$ cat src/rtl/sid_pkg.sv
// Shared SID definitions: combined-waveform table selects and the default voice count.
package sid_pkg;

  typedef enum logic [1:0] {
    TSEL_ST  = 2'd0,
    TSEL_PT  = 2'd1,
    TSEL_PS  = 2'd2,
    TSEL_PST = 2'd3
  } tsel_t;

  localparam int NVOICES_DEF = 3;

endpackage

$ cat src/rtl/sid_rr_arbiter.sv
// Combinational round-robin picker: first eligible requester after ptr, with wrap.
// Reusable by any shared SID resource (wave ROM, filter, envelope tables).
module sid_rr_arbiter #(
  parameter  int N  = 3,
  localparam int PW = (N > 1) ? $clog2(N) : 1
) (
  input  logic [N-1:0]  eligible,
  input  logic [PW-1:0] ptr,
  output logic [N-1:0]  grant,
  output logic [PW-1:0] grant_idx,
  output logic          any_grant
);

  // Priority distance of voice v is (v - ptr - 1) mod N; smallest eligible wins.
  always_comb begin
    int d;
    int best;
    best      = N;
    grant_idx = '0;
    for (int v = 0; v < N; v++) begin
      d = v - int'(ptr) - 1;
      if (d < 0) d = d + N;
      if (eligible[v] && d < best) begin
        best      = d;
        grant_idx = PW'(v);
      end
    end
    any_grant = (best < N);
    for (int v = 0; v < N; v++) begin
      grant[v] = any_grant && (grant_idx == PW'(v));
    end
  end

endmodule

$ cat src/rtl/sid_wave_rom_arbiter.sv
// Shares one combined-waveform ROM port among the SID voices; a tag pipeline follows
// each lookup through the ROM latency and steers the result back with a one-cycle ack.
module sid_wave_rom_arbiter
  import sid_pkg::*;
#(
  parameter int NVOICES = NVOICES_DEF,
  parameter int ROM_LAT = 1,
  parameter int AW      = 12
) (
  input  logic                  clock,
  input  logic                  reset,
  input  logic [NVOICES-1:0]    req,
  input  logic [NVOICES*AW-1:0] wave,
  input  logic [NVOICES*2-1:0]  tsel,
  output logic [AW-1:0]         rom_addr,
  output logic [1:0]            rom_tsel,
  input  logic [7:0]            rom_data,
  output logic [NVOICES-1:0]    ack,
  output logic [NVOICES*8-1:0]  out
);

  localparam int PW = $clog2(NVOICES);

  logic [NVOICES-1:0] pending;
  logic [NVOICES-1:0] eligible;
  logic [NVOICES-1:0] grant;
  logic [NVOICES-1:0] done;
  logic [PW-1:0]      ptr;
  logic [PW-1:0]      grant_idx;
  logic               any_grant;
  logic [AW-1:0]      sel_wave;
  tsel_t              sel_tsel;
  tsel_t              tsel_q;
  logic [ROM_LAT:0]   tag_valid;
  logic [PW-1:0]      tag_id [ROM_LAT+1];

  assign eligible = req & ~pending;
  assign rom_tsel = tsel_q;

  sid_rr_arbiter #(.N(NVOICES)) u_rr (
    .eligible  (eligible),
    .ptr       (ptr),
    .grant     (grant),
    .grant_idx (grant_idx),
    .any_grant (any_grant)
  );

  always_comb begin
    sel_wave = '0;
    sel_tsel = TSEL_ST;
    for (int v = 0; v < NVOICES; v++) begin
      if (grant[v]) begin
        sel_wave = wave[v*AW +: AW];
        sel_tsel = tsel_t'(tsel[v*2 +: 2]);
      end
    end
  end

  // The oldest tag lines up with rom_data for the address issued ROM_LAT+1 edges ago.
  always_comb begin
    for (int v = 0; v < NVOICES; v++) begin
      done[v] = tag_valid[ROM_LAT] && (tag_id[ROM_LAT] == PW'(v));
    end
  end

  always_ff @(posedge clock or posedge reset) begin
    if (reset) begin
      rom_addr  <= '0;
      tsel_q    <= TSEL_ST;
      ack       <= '0;
      out       <= '0;
      pending   <= '0;
      ptr       <= PW'(NVOICES - 1);
      tag_valid <= '0;
      for (int i = 0; i <= ROM_LAT; i++) tag_id[i] <= '0;
    end else begin
      ack       <= done;
      // A voice cannot be granted and completed on the same edge: pending blocks it.
      pending   <= (pending & ~done) | grant;
      tag_valid <= {tag_valid[ROM_LAT-1:0], any_grant};
      tag_id[0] <= grant_idx;
      for (int i = 1; i <= ROM_LAT; i++) tag_id[i] <= tag_id[i-1];
      if (any_grant) begin
        rom_addr <= sel_wave;
        tsel_q   <= sel_tsel;
        ptr      <= grant_idx;
      end
      for (int v = 0; v < NVOICES; v++) begin
        if (done[v]) out[v*8 +: 8] <= rom_data;
      end
    end
  end

endmodule

$ cat config.mk
export PLATFORM = sky130hd
export DESIGN_NAME = sid_wave_rom_arbiter
export DESIGN_NICKNAME = d
export VERILOG_FILES = /design/src/rtl/sid_pkg.sv /design/src/rtl/sid_rr_arbiter.sv /design/src/rtl/sid_wave_rom_arbiter.sv
export SDC_FILE = /design/constraint.sdc
export NUM_CORES = 1
export LEC_CHECK = 0
export ABC_AREA = 1
export BUFFER_PORTS_ARGS = -buffer_cell sky130_fd_sc_hd__buf_2
export CORE_ASPECT_RATIO = 1.2
export CORE_MARGIN = 5
export CORE_UTILIZATION = 54
export CTS_BUF_LIST = sky130_fd_sc_hd__clkbuf_16
export DETAILED_ROUTE_END_ITERATION = 10
export HOLD_SLACK_MARGIN = 0.08
export PLACE_DENSITY = 0.81
export SYNTH_ARGS = -nofsm -noshare
export SYNTH_HDL_FRONTEND = slang
export SYNTH_SLANG_ARGS = --single-unit
$ cat constraint.sdc
create_clock -name clock -period 5.6 [get_ports clock]
set_input_delay 1.12 -clock clock [delete_from_list [all_inputs] [get_ports clock]]
set_output_delay 1.12 -clock clock [all_outputs]
set_load 0.05 [all_outputs]
**Yosys cells after proc, flatten, opt, wreduce, memory -nomap -nowiden**

Index checks and enable logic that the tools add are counted.

- Input port bits: 55
- Flip-flop bits (word level): 52

- Reductions and logical operators: 11
- Eq/ne operators: 4
- Magnitude comparators: 7
- Multiplexer cells: 14
- Add/sub/neg operators: 9
- Bitwise logic cells: 5

Operators with widths:

| kind | number |
|---|---|
| 32-bit 2-to-1 mux | 6 |
| 32-bit by 3-bit adder with 32-bit output (second input constant) | 3 |
| 32-bit by 1-bit < comparator with 1-bit output (second input constant) | 3 |
| 32-bit by 2-bit subtractor with 32-bit output (second input constant) | 3 |
| 32-bit by 3-bit < comparator with 1-bit output (second input constant) | 2 |
| 32-bit < comparator | 2 |
| 12-bit 2-to-1 mux | 3 |
| 1-bit logical AND | 9 |
| 2-bit 2-to-1 mux | 4 |
| 3-bit AND | 2 |
| 3-bit NOT | 2 |
| 1-bit by 2-bit subtractor with 3-bit output (first input constant) | 2 |
| 2-bit by 1-bit equality test with 1-bit output (second input constant) | 2 |
| 2-bit equality test (second input constant) | 2 |
| 2-bit logical NOT | 2 |
| 3-bit OR | 1 |
| 2-bit by 2-bit subtractor with 3-bit output (first input constant) | 1 |
| 1-bit 2-to-1 mux | 1 |

**Logic depth before layout (Yosys ltp)**

- Word-level depth: 18
- Gate-level depth with buffers: 37
- Gate-level depth less buffers: 36

**Modules after synthesis**

Synthesis repeated with hierarchy kept, for this count alone.

- Cell total of the unflattened synthesis: 350
- Area total of the unflattened synthesis: 2820.2 um2

By module, submodules not included:

| module | cells an instance | instances | area each (um2) |
|---|---|---|---|
| sid_wave_rom_arbiter | 261 | 1 | 2270.9 |
| sid_rr_arbiter | 89 | 1 | 549.3 |

**Worst setup path after synthesis**

No wires, ideal clock.

- Path kind: input to register
- Start: input req[0]
- End: register rom_addr[0]
- Setup slack: 0.403 ns
- Arrival: 5.066 ns
- Data required time: 5.469 ns
- Stages on the path: 28
- Buffers on the path: 2
- Cell sequence: nand3_1 > ha_1 > nor3_1 > nor2_1 > nand2_1 > nand2_1 > nand2_1 > nand2_1 > nand2_1 > nand2_1 > nand2_2 > nand2_2 > buf_2 > o21ai_0 > ha_1 > a21oi_1 > nor2_1 > a211oi_1 > o221ai_1 > a21oi_1 > nand2_1 > nand2_2 > nand3_4 > nand2_1 > nand2_2 > buf_6 > nand2_1 > nand4_1

- Cells in the longest elaborated chain, start to end: 14

RTL lines:

| item | RTL line | RTL |
|---|---|---|
| from (decl) | sid_wave_rom_arbiter.sv:12 | `input logic [NVOICES-1:0] req,` |
| 3-bit AND * | sid_wave_rom_arbiter.sv:37 | `assign eligible = req & ~pending;` |
| 1-bit logical AND * | sid_rr_arbiter.sv:23 | `if (eligible[v] && d < best) begin` |
| 32-bit 2-to-1 mux * | sid_rr_arbiter.sv:23 |  |
| 32-bit < comparator | sid_rr_arbiter.sv:23 |  |
| 1-bit logical AND | sid_rr_arbiter.sv:23 |  |
| 32-bit 2-to-1 mux | sid_rr_arbiter.sv:23 |  |
| 32-bit < comparator | sid_rr_arbiter.sv:23 |  |
| 1-bit logical AND | sid_rr_arbiter.sv:23 |  |
| 32-bit 2-to-1 mux or 2-bit 2-to-1 mux (tied branches) | sid_rr_arbiter.sv:23 |  |
| 32-bit by 3-bit < comparator with 1-bit output or 2-bit logical NOT (tied branches) | sid_rr_arbiter.sv:28, sid_rr_arbiter.sv:30 |  |
| 1-bit logical AND | sid_rr_arbiter.sv:30 | `grant[v] = any_grant && (grant_idx == PW'(v));` |
| 12-bit 2-to-1 mux (3 in series) | sid_wave_rom_arbiter.sv:52 | `if (grant[v]) begin` |
| to (signal assigned) | sid_wave_rom_arbiter.sv:84 | `rom_addr <= sel_wave;` |
| to (decl) | sid_wave_rom_arbiter.sv:15 | `output logic [AW-1:0] rom_addr,` |

Mark *: on every way between the ends. The rest lies on a longest branch, timed or not.
A chain may end at the register's enable or synchronous reset.

**Worst setup path after layout**

- Start: register ptr[1]
- End: register rom_addr[2]

- Cells in the longest elaborated chain, start to end: 18

RTL lines:

| item | RTL line | RTL |
|---|---|---|
| from (decl) | sid_wave_rom_arbiter.sv:28 | `logic [PW-1:0] ptr;` |
| from (signal assigned) | sid_wave_rom_arbiter.sv:73 | `ptr <= PW'(NVOICES - 1);` |
| from (signal assigned) | sid_wave_rom_arbiter.sv:86 | `ptr <= grant_idx;` |
| 1-bit by 2-bit subtractor with 3-bit output | sid_rr_arbiter.sv:21 | `d = v - int'(ptr) - 1;` |
| 32-bit by 2-bit subtractor with 32-bit output | sid_rr_arbiter.sv:21 |  |
| 32-bit by 3-bit adder with 32-bit output or 32-bit by 1-bit < comparator with 1-bit output (tied branches) | sid_rr_arbiter.sv:22 | `if (d < 0) d = d + N;` |
| 32-bit 2-to-1 mux | sid_rr_arbiter.sv:22 |  |
| 32-bit by 3-bit < comparator with 1-bit output | sid_rr_arbiter.sv:23 |  |
| 1-bit logical AND | sid_rr_arbiter.sv:23 |  |
| 32-bit 2-to-1 mux | sid_rr_arbiter.sv:23 |  |
| 32-bit < comparator | sid_rr_arbiter.sv:23 |  |
| 1-bit logical AND | sid_rr_arbiter.sv:23 |  |
| 32-bit 2-to-1 mux | sid_rr_arbiter.sv:23 |  |
| 32-bit < comparator | sid_rr_arbiter.sv:23 |  |
| 1-bit logical AND | sid_rr_arbiter.sv:23 |  |
| 32-bit 2-to-1 mux or 2-bit 2-to-1 mux (tied branches) | sid_rr_arbiter.sv:23 |  |
| 32-bit by 3-bit < comparator with 1-bit output or 2-bit logical NOT (tied branches) | sid_rr_arbiter.sv:28, sid_rr_arbiter.sv:30 |  |
| 1-bit logical AND | sid_rr_arbiter.sv:30 |  |
| 12-bit 2-to-1 mux (3 in series) | sid_wave_rom_arbiter.sv:52 |  |

Several ways; a longest one is shown, not always the timed one.

==> summary.md <==
| Metric | Value |
|---|---|
| # IOs | `between 90 and 100` |
| Status | `finished, final reports clean` |
| Flops & latches, synth | `52` |
| Final GP Congestion | `0.9353` |
| Router iterations before antenna repair | `7` |
| Tcrit/Tclk final | `0.8926` |
| Clock share of power | `0.151` |
| Final instance area | `4364 um^2` |
| Starting density of the core | `0.5479` |
| Gate Count Post-Synth | `442` |
| Routed met2 length | `4971 um` |
| LEAKAGE | `2.415 nW` |
| Hold Vio Cnt, Final | `0` |
| RSZ-0062 raised after global routing | `no` |
| Fillers | `between 500 and 600` |
| Worst Max-Slew Pin Slew | `~1.1 ns` |
| Die H | `100.5 um` |
| Metal3 WL | `474 um` |
| Count leader, synth | `nand2_1` |
| First-pass GRT wire length | `around 16,000 um` |
| Grt total ovfl | `0` |
| CP top delay family | `simple AND/OR/NAND/NOR gates` |
| Detail Route Antenna Nets | `0` |
| Critical Path RT | `5.76 ns` |
| Top layer in use | `met4` |
| Wirelength per Cell | `15.25 um` |
| Clock sink count | `52` |
| Reg power frac | `0.280` |
| # diodes | `0` |
| Clk_lat worst skew | `0.29 ns` |
| Switching Share | `0.5283` |
| Postcts setup bufs | `0` |
| Crit-path max cell delay | `0.58 ns` |
| Clock buffer count from CTS | `5` |
| CTS tree | `done` |
| Comb pwr share | `0.569` |
| Top FF cell, synth | `dfrtp_1` |
| Arr. time, crit path | `5.16 ns` |
| Top cells by area, synth | `dfrtp_1 (35%), ha_1 (21%), nand2_1 (9.1%)` |
| Net Sw Power | `0.001096 W` |
| R2R setup slack | `0.60 ns` |
| Placed instance area | `approximately 4200 um^2` |
| Seq/Total Area, Yosys | `0.3532` |
| Vias in the first global route | `3,482` |
| Average cell area after synthesis | `8.342 um^2` |
| Final Max Tran Viols | `0` |
| Unique masters post-synth | `32` |
| Mapped cell area | `roughly 3700 um^2` |
| Achievable Freq | `200.1 MHz` |
| Setup WS post-layout | `between 0.6 and 0.7 ns` |
| Area leader, netlist | `dfrtp_1` |
| Vias/cell | `5.647` |
| Die W | `85.44 um` |
| Core box area | `6730 um^2` |
| Cell mode on critical path | `nand2_1` |
| Area Growth Syn to Fin | `18.36%` |
| Syn Nets | `561` |
| Crit path kind | `reg -> reg` |
| Post-route minimum period | `4.999 ns` |
| Final setup vio count | `0` |
| Setup TNS | `0 ns` |
| Share of cells above drive strength 1 | `0.2322` |
| Power Dens Cells | `475.5 nW/um^2` |
| DR iter-0 viols | `216` |
| Hold slack | `between 0.3 and 0.4 ns` |
| Worst VDD drop | `294.6 uV` |
| CP Buf/Inv Count | `3` |
| Pint | `about 0.00098 W` |
| Maxcap violations | `0` |
| Critical path endpoint category | `flop` |
| Gr usage total | `0.2261` |
| Port bufs | `95` |
| Share of the synthesized area in the top cell type | `0.3461` |
| Clock tree buffer depth | `2` |
| Max FO, Critical Path | `16` |
| Worst rel slew slack | `0.2926` |
| Slowest CP cell | `dfstp_2` |
| Hold crit path type | `reg -> reg` |
| Dpl ws | `0.3317 ns` |
| Synth Warn # | `0` |
| Clock-pin slew on the worst setup and hold paths | `0.07 ns` |
| Die ar. | `8588 um^2` |
| DRT Wirelength | `9468 um` |
| Largest net degree at the start of global routing | `53` |
| HPWL after detailed placement | `slightly above 7000 um` |
| Wl on met1 | `roughly 3700 um` |
| Post-synth EDFFs | `0` |
| Vias | `3,507` |
| Placed cells | `612` |
| Non-Filler Instances | `621` |
| # rows | `33` |
| Fin nets | `652` |
| DRC | `0` |
| Crit path launch type | `flop` |
| Initial antenna violation count | `0` |
| Most frequent cells after synthesis | `nand2_1 (89), ha_1 (61), dfrtp_1 (51)` |
| Clock Skews | `0.006747 ns` |
| Clock root buffer | `clkbuf_16` |
| H-tree Lvls | `2` |
| Async set or reset register ratio after synthesis | `1.000` |
## path summary, 6_finish.rpt
check                              from            to  cells after the start
max                              ptr[1]   rom_addr[2]                     31
min reg2reg                tag_valid[0]  tag_valid[1]                      0
max in group asynchronous         reset        out[3]                      2
max reg2reg                      ptr[1]   rom_addr[2]                     31
min in group asynchronous         reset        out[1]                      2
min                        tag_valid[0]  tag_valid[1]                      0
## layer usage
| layer | global-route usage | vias up |
|---|---|---|
| li1 | - | 1695 |
| met1 | 0.2696 | 1656 |
| met2 | 0.4013 | 128 |
| met3 | 0.03761 | 28 |
| met4 | 0.09379 | 0 |
| met5 | 0 | - |
## layout by cell type (no fill, tap or decap), types with 8 or more instances in the layout
| master | n |
|---|---|
| o21ai_0 | 33 |
| dfrtp_1 | 51 |
| nor2_1 | 21 |
| nand4_1 | 32 |
| inv_1 | 41 |
| nand2_1 | 89 |
| ha_1 | 61 |
| nand3_1 | 40 |
| nor3_1 | 8 |
| a21oi_1 | 10 |
| buf_2 | 95 |
## logic make-up after synthesis
group	count (synthesis)	synth area share
AO/OA/AOI/OAI	57	0.08348
adder cells (fa/ha/maj)	64	0.2233
buffers and inverters	62	0.07194
flip-flops	52	0.3532
AND/OR/NAND/NOR	207	0.2681
## state kept, by name, summed over array words and instances (netlist names)
name	flops
tag_id	4
tag_valid	2
pending	3
rom_addr	12
ptr	2
out	24
ack	3
rom_tsel	2
## layout make-up
type	instances	area [um^2]	area share
clock buffer	5	125.1	0.02867
clock inverter	3	27.53	0.006307
inverter	48	180.2	0.04128
multi-input combinational	329	2130	0.4880
sequential	52	1303	0.2985
tap	87	108.9	0.02494
timing repair buffer	97	490.5	0.1124
## repair_timing
| action | 4_1_cts | 5_1_grt |
|---|---|---|
| setup endpoints to repair | 0 | 18 |
| hold buffers | 0 | 0 |
| gates resized for setup | 0 | 1 |
## stage by stage
stage,total power (W),util
finish,0.002075,0.6484
CTS,0.002079,0.6470
global route,0.002222,0.6484
detailed placement,0.001754,0.6243
floorplan,0.001493,-
global placement,0.001720,0.6243
## power groups by stage
| stage | clock (W) | combinational (W) | sequential, W |
|---|---|---|---|
| 2_1_floorplan | 0 | 0.000521 | 0.000971 |
| 3_3_place_gp | 0 | 0.00114 | 0.000581 |
| 3_5_place_dp | 0 | 0.00117 | 0.000585 |
| 4_1_cts | 0.000319 | 0.00118 | 0.000580 |
| 5_1_grt | 0.000335 | 0.00129 | 0.000597 |
| 6_report | 0.000313 | 0.00118 | 0.000581 |
Power figures use the tool's default switching activity.
